File: src/rtl/spec_hilo_queue_pkg.sv
// spec_hilo_queue_pkg: shared slot and tag types for the speculative HI/LO queue
package spec_hilo_queue_pkg;
  localparam int HILO_WIDTH = 64;
  localparam int HILO_DEPTH = 4;
  typedef logic [$clog2(HILO_DEPTH)-1:0] hilo_tag_t;
  typedef struct packed {
    logic                  used;
    logic                  written;
    logic [HILO_WIDTH-1:0] data;
  } spec_hilo_entry_t;
endpackage

File: src/rtl/spec_hilo_queue_ring_ptr.sv
// ring_ptr: modulo-2^W pointer with synchronous clear and increment
module ring_ptr #(
  parameter int W = 2
) (
  input  logic         clk,
  input  logic         rst,
  input  logic         clr_i,
  input  logic         inc_i,
  output logic [W-1:0] ptr_o
);
  logic [W-1:0] ptr_q;
  always_ff @(posedge clk) ptr_q <= (rst || clr_i) ? '0 : ptr_q + W'(inc_i);
  assign ptr_o = ptr_q;
endmodule

File: src/rtl/spec_hilo_queue.sv
// spec_hilo_queue: speculative HI/LO ring of tagged slots, in-order retire into arch.
// SPEC_HILO_FWD_EN exposes the youngest slot on spec_data_o for speculative MFHI/MFLO.
module spec_hilo_queue
  import spec_hilo_queue_pkg::*;
#(
  parameter int               WIDTH       = HILO_WIDTH,
  parameter int               DEPTH       = HILO_DEPTH,
  parameter logic [WIDTH-1:0] RESET_VALUE = '0
) (
  input  logic                     clk,
  input  logic                     rst,
  input  logic                     flush_i,
  input  logic                     alloc_i,
  output logic                     ready_o,
  output logic [$clog2(DEPTH)-1:0] alloc_tag_o,
  input  logic                     wr_valid_i,
  input  logic [$clog2(DEPTH)-1:0] wr_tag_i,
  input  logic [WIDTH-1:0]         wr_data_i,
  input  logic                     commit_i,
  output logic                     commit_stall_o,
  output logic [WIDTH-1:0]         arch_data_o,
  output logic [WIDTH-1:0]         spec_data_o,
  output logic                     spec_valid_o
);
  localparam int AW = $clog2(DEPTH);
  localparam int CW = AW + 1;
  spec_hilo_entry_t slot_q [DEPTH];
  spec_hilo_entry_t slot_d [DEPTH];
  logic [CW-1:0]    count_q, count_d;
  logic [WIDTH-1:0] arch_q, arch_d, commit_data;
  logic [AW-1:0]    head, tail, young;
  logic             do_alloc, do_commit, bypass, do_write;
  ring_ptr #(.W(AW)) u_head (.clk(clk), .rst(rst), .clr_i(flush_i), .inc_i(do_commit), .ptr_o(head));
  ring_ptr #(.W(AW)) u_tail (.clk(clk), .rst(rst), .clr_i(flush_i), .inc_i(do_alloc), .ptr_o(tail));
  assign ready_o        = count_q != CW'(DEPTH);
  assign alloc_tag_o    = tail;
  assign commit_stall_o = slot_q[head].used & ~slot_q[head].written;
  assign arch_data_o    = arch_q;
  assign young          = tail - AW'(1);
  assign do_alloc       = alloc_i & ready_o & ~flush_i;
  assign do_write       = wr_valid_i & slot_q[wr_tag_i].used & ~flush_i;
  assign bypass         = wr_valid_i & (wr_tag_i == head);
  // A head slot that is already written retires its stored value even if rewritten this cycle
  assign do_commit      = commit_i & slot_q[head].used & (slot_q[head].written | bypass);
  assign commit_data    = slot_q[head].written ? WIDTH'(slot_q[head].data) : wr_data_i;
`ifdef SPEC_HILO_FWD_EN
  assign spec_data_o  = (count_q == '0) ? arch_q : WIDTH'(slot_q[young].data);
  assign spec_valid_o = (count_q == '0) | slot_q[young].written;
`else
  assign spec_data_o  = arch_q;
  assign spec_valid_o = count_q == '0;
`endif
  always_comb begin
    slot_d  = slot_q;
    arch_d  = do_commit ? commit_data : arch_q;
    count_d = flush_i ? '0 : count_q + CW'(do_alloc) - CW'(do_commit);
    if (do_write) begin
      slot_d[wr_tag_i].written = 1'b1;
      slot_d[wr_tag_i].data    = HILO_WIDTH'(wr_data_i);
    end
    if (do_commit) slot_d[head] = '0;
    if (do_alloc) slot_d[tail] = '{used: 1'b1, written: 1'b0, data: '0};
    if (flush_i) slot_d = '{default: '0};
  end
  always_ff @(posedge clk) begin
    if (rst) begin
      slot_q  <= '{default: '0};
      count_q <= '0;
      arch_q  <= RESET_VALUE;
    end else begin
      slot_q  <= slot_d;
      count_q <= count_d;
      arch_q  <= arch_d;
    end
  end
endmodule

File: config.mk
export PLATFORM = sky130hd
export DESIGN_NAME = spec_hilo_queue
export DESIGN_NICKNAME = d
export VERILOG_FILES = /design/src/rtl/spec_hilo_queue_pkg.sv /design/src/rtl/spec_hilo_queue_ring_ptr.sv /design/src/rtl/spec_hilo_queue.sv
export SDC_FILE = /design/constraint.sdc
export NUM_CORES = 1
export LEC_CHECK = 0
export BUFFER_PORTS_ARGS = -buffer_cell sky130_fd_sc_hd__buf_4
export CAP_MARGIN = 25
export CELL_PAD_IN_SITES_DETAIL_PLACEMENT = 2
export CELL_PAD_IN_SITES_GLOBAL_PLACEMENT = 2
export CORE_MARGIN = 5
export CORE_UTILIZATION = 30
export CTS_CLUSTER_SIZE = 40
export DETAILED_ROUTE_END_ITERATION = 7
export PLACE_DENSITY = 0.66
export SLEW_MARGIN = 20
export SYNTH_ARGS = -nofsm -noshare
export SYNTH_HDL_FRONTEND = slang
export SYNTH_SLANG_ARGS = --single-unit
File: constraint.sdc
create_clock -name clk -period 9.2 [get_ports clk]
set_input_delay 0.46 -clock clk [delete_from_list [all_inputs] [get_ports clk]]
set_output_delay 0.46 -clock clk [all_outputs]
set_load 0.03 [all_outputs]
==> results <==
- The launch point of the worst reg-to-reg path is u_head.ptr_o[0].
- The smallest setup slack after layout is 4941 ps.
- The flow ran to the end, and the final reports show no timing, DRC or antenna violations.
- The leakage component of the power is about 0.0062 uW.
- The effective utilization at floorplan is 30.39%.
- The final critical-path share of the clock period is 46.29%.
- Setup repair after global routing left no endpoint under its margin.
- The worst setup slack before clock tree synthesis is a little under 5000 ps.
- The worst-margin pin slew is roughly 1100 ps.
- The power density over the cells is ~170 nW/um^2.
- In this run, synthesis produced a sequential element count of approximately 340.
- The HPWL after detailed placement is roughly 28000 um.
- Summed over all layers, the global routing overflow is 0.
- The timing endpoint of the critical path is count_q[2].
- The clock period could shrink to 4259 ps.
- Dividing the synthesized area by the synthesized cell count gives ~11 sq um.
- The peak supply drop is 0.09110 mV.
- The floorplan step defined a die boundary enclosing 54260 sq um.
- Across the run, the number of max-cap violations was 0.
- For this design the top-level I/O count stands at slightly above 200.
- The setup slack of the most critical reg-to-reg path is 4940 ps.
- The endpoint class of the critical path is a flop.
- The fraction of post-synthesis cell area in the top cell type by area is 44.98%.
- The number of enable flip-flop cells after synthesis is 0.
- In the routed design, unresolved DRC markers number 0.
- The required time at the endpoint of the critical path is about 9600 ps.
- The post-route core utilization is 36.20%.
- The instance area after placement is between 15000 and 20000 sq um.
- For the worst flop-to-flop path, the logic depth is 11.
- Counting along the longest clock path gives a buffer depth of 3.
- The layout overhead on the synthesized area is 19.10%.
- Yosys printed 0 warnings.
- The maximum clock rate is between 200 and 250 MHz.
- The worst min-delay path category is input pin to flop.
- The total clock sinks is around 340.
- Counting flops with an async set or reset pin after synthesis yields a share of 0%.
- The worst setup path is of the flop to flop kind.
- Buffers added to address setup during post-CTS repair amount to 0.
- The final clock skew is ~17 ps.
- The number of buffers added to fix hold violations after cts is 0.
- After synthesis the cells add up to between 10000 and 15000 sq um.
- Across all layers, the routed design uses 10590 vias.
- The cell row count is 81.
- The number of different library cells in the post-synthesis netlist is 38.
- The most repeated cell in the gate-level netlist after synthesis is sky130_fd_sc_hd__dfxtp_1.
- The total routing usage reported by global routing is 17.30%.
- After the last flow step, the layout net total stands at roughly 1500.
- The post-route cell area is roughly 18000 sq um.
- The launching element type of the critical path is a flop.
- TritonCTS built the clock tree.
- The terminus of the critical flop-to-flop path is count_q[2].
- The clock latency on the worst-skew pair is about 550 ps.
- The main flop type after synthesis is sky130_fd_sc_hd__dfxtp_1.
- The cell count after synthesis is between 1000 and 1500.
- STA puts the critical path data arrival time at around 4700 ps.
- The number of global-route vias before repair is roughly 12000.
- The die width is 232.9 um.
- In this run the worst setup path begins at u_head.ptr_o[0].
- The commonest cells after synthesis are sky130_fd_sc_hd__dfxtp_1, sky130_fd_sc_hd__mux2i_1, sky130_fd_sc_hd__nor2_1.
- The total nets after synthesis is 1430.
- Sorting the synthesized cells by area gives the leading types as sky130_fd_sc_hd__dfxtp_1, sky130_fd_sc_hd__mux2i_1, sky130_fd_sc_hd__mux4_2, sky130_fd_sc_hd__nor2_1, sky130_fd_sc_hd__a211oi_2.
- For this run, the register share of the synthesized area comes to roughly 45%.
- The final count of hold timing violations is 0.
- The cell taking the most area after synthesis is sky130_fd_sc_hd__dfxtp_1.
- Summing all flip-flop and latch instances after layout gives approximately 6700 sq um.
- The area occupied by multi-input gates is 7248 sq um.
- Along the worst path, the maximum fanout reaches 65.
- The minimum hold slack is between 150 and 200 ps.
- The post-route netlist has 28.01% of its cells at a drive strength greater than 1.
- The count of port buffers added during placement is ~200.
- The count of final max-slew check failures was 0.
- The maximum number of pins on one net before global-route repair is 66.
- The summed negative setup slack over all endpoints is 0 ps.
- Setup violations remaining at the end of the flow were counted as 0.
- After clock tree synthesis, the clock-pin slew on the worst setup and hold paths is 60 ps.
- The filler cell count is 5197.
- The global placement routability congestion is approximately 0.7.
- The floorplan step set the die height to around 230 um.
- After floorplanning, the core was sized to cover between 40000 and 50000 sq um.
- Dividing the detail-routed via count by the number of cells gives between 4 and 5.
- The initial antenna violation count is 2.
- The first routing iteration left about 340 violations.
- After clock tree synthesis, the repair step resized 0 gates.
- The worst relative slew slack is roughly 30%.
- The number of detailed-route iterations in the first pass is 4.
- The total CTS buffers is 39.
- The first-pass GRT wire length is around 73000 um.
- In this run the remaining antenna-violating nets after routing total 0.
- The wire length per cell after detailed routing is approximately 22 um.
- The final wirelength is approximately 47000 um.
- The cell chosen for the clock root is sky130_fd_sc_hd__clkbuf_16.
- In this run the number of H-tree levels came out at 2.
==> cell type report <==
type                       count  share of cell area [%]
antenna                        1                 0.01409
clock buffer                  58                   6.588
sequential                   335                   37.81
clock inverter                 8                  0.2255
multi-input combinational    839                   40.82
timing repair buffer         225                   9.738
inverter                       6                  0.1268
tap                          664                   4.679
==> worst min path at each step <==
stage	from	end	slack, ps	depth (start not counted)
after floorplan	slot_q[262]	slot_q[262]	420	2
after global placement	slot_q[262]	slot_q[262]	430	2
after detailed placement	slot_q[64]	slot_q[64]	460	2
after CTS	wr_data_i[33]	slot_q[231]	160	3
after global routing	wr_data_i[34]	slot_q[166]	170	3
final	wr_data_i[34]	slot_q[166]	190	3
==> stage by stage <==
step / power [uW] / cells
2_1_floorplan: 1547 / 1353
3_5_place_dp: 1625 / 2067
6_report: 3086 / 2136
3_3_place_gp: 1625 / 2066
5_1_grt: 3208 / 2135
4_1_cts: 3144 / 2133
==> placed cells by master (no fill, tap or decap), types with 5 or more instances in the layout <==
cell	count
sky130_fd_sc_hd__a211oi_1	14
sky130_fd_sc_hd__a211oi_2	50
sky130_fd_sc_hd__a21oi_1	69
sky130_fd_sc_hd__buf_4	222
sky130_fd_sc_hd__clkbuf_1	9
sky130_fd_sc_hd__clkbuf_16	41
sky130_fd_sc_hd__clkbuf_8	8
sky130_fd_sc_hd__clkinv_2	8
sky130_fd_sc_hd__dfxtp_1	333
sky130_fd_sc_hd__inv_1	6
sky130_fd_sc_hd__mux2i_1	320
sky130_fd_sc_hd__mux4_2	65
sky130_fd_sc_hd__nor2_1	269
sky130_fd_sc_hd__xnor2_1	5
==> cell families (layout without fill, tap and decap cells) <==
logic type,after synthesis,in the layout,share of synthesized area [%]
other cells,0,1,0
buf+inv,179,297,6.923
flops,335,335,44.98
compound gates,147,147,7.922
fa+ha+maj,5,5,0.4700
xor+xnor,6,6,0.3525
simple gates,295,295,7.897
mux,386,386,31.45
==> where the power goes <==
part | internal (uW) | total [uW] | switching [uW] | leakage (uW)
logic | 42.2 | 137 | 94.5 | 0.00293
registers | 1450 | 1460 | 2.60 | 0.00270
clock network | 874 | 1490 | 620 | 0.000605
==> layer usage <==
layer / share of wire [%] / global-route usage [%] / vias up
li1: - / - / 4904
met1: 44 / 22.08 / 5433
met2: 50 / 30.28 / 190
met3: 4.8 / 3.514 / 56
met4: 1.7 / 3.821 / 2
met5: 0.026 / 0 / -
==> registers in the layout (all words and copies together), names as in the netlist <==
register      count
arch_data_o      64
count_q           3
slot_q          264
u_head.ptr_o      2
u_tail.ptr_o      2
==> critical path, cell delays in order (launching register included) <==
cell,delay (ps)
sky130_fd_sc_hd__dfxtp_4,750
sky130_fd_sc_hd__mux4_4,920
sky130_fd_sc_hd__a31o_4,850
sky130_fd_sc_hd__and2_4,300
sky130_fd_sc_hd__ha_1,230
sky130_fd_sc_hd__inv_1,60
sky130_fd_sc_hd__ha_1,150
sky130_fd_sc_hd__inv_1,60
sky130_fd_sc_hd__fa_1,400
sky130_fd_sc_hd__xor2_1,170
sky130_fd_sc_hd__xnor2_1,130
sky130_fd_sc_hd__nor2_1,50
No activity file was read; power rests on OpenSTA's default activity.
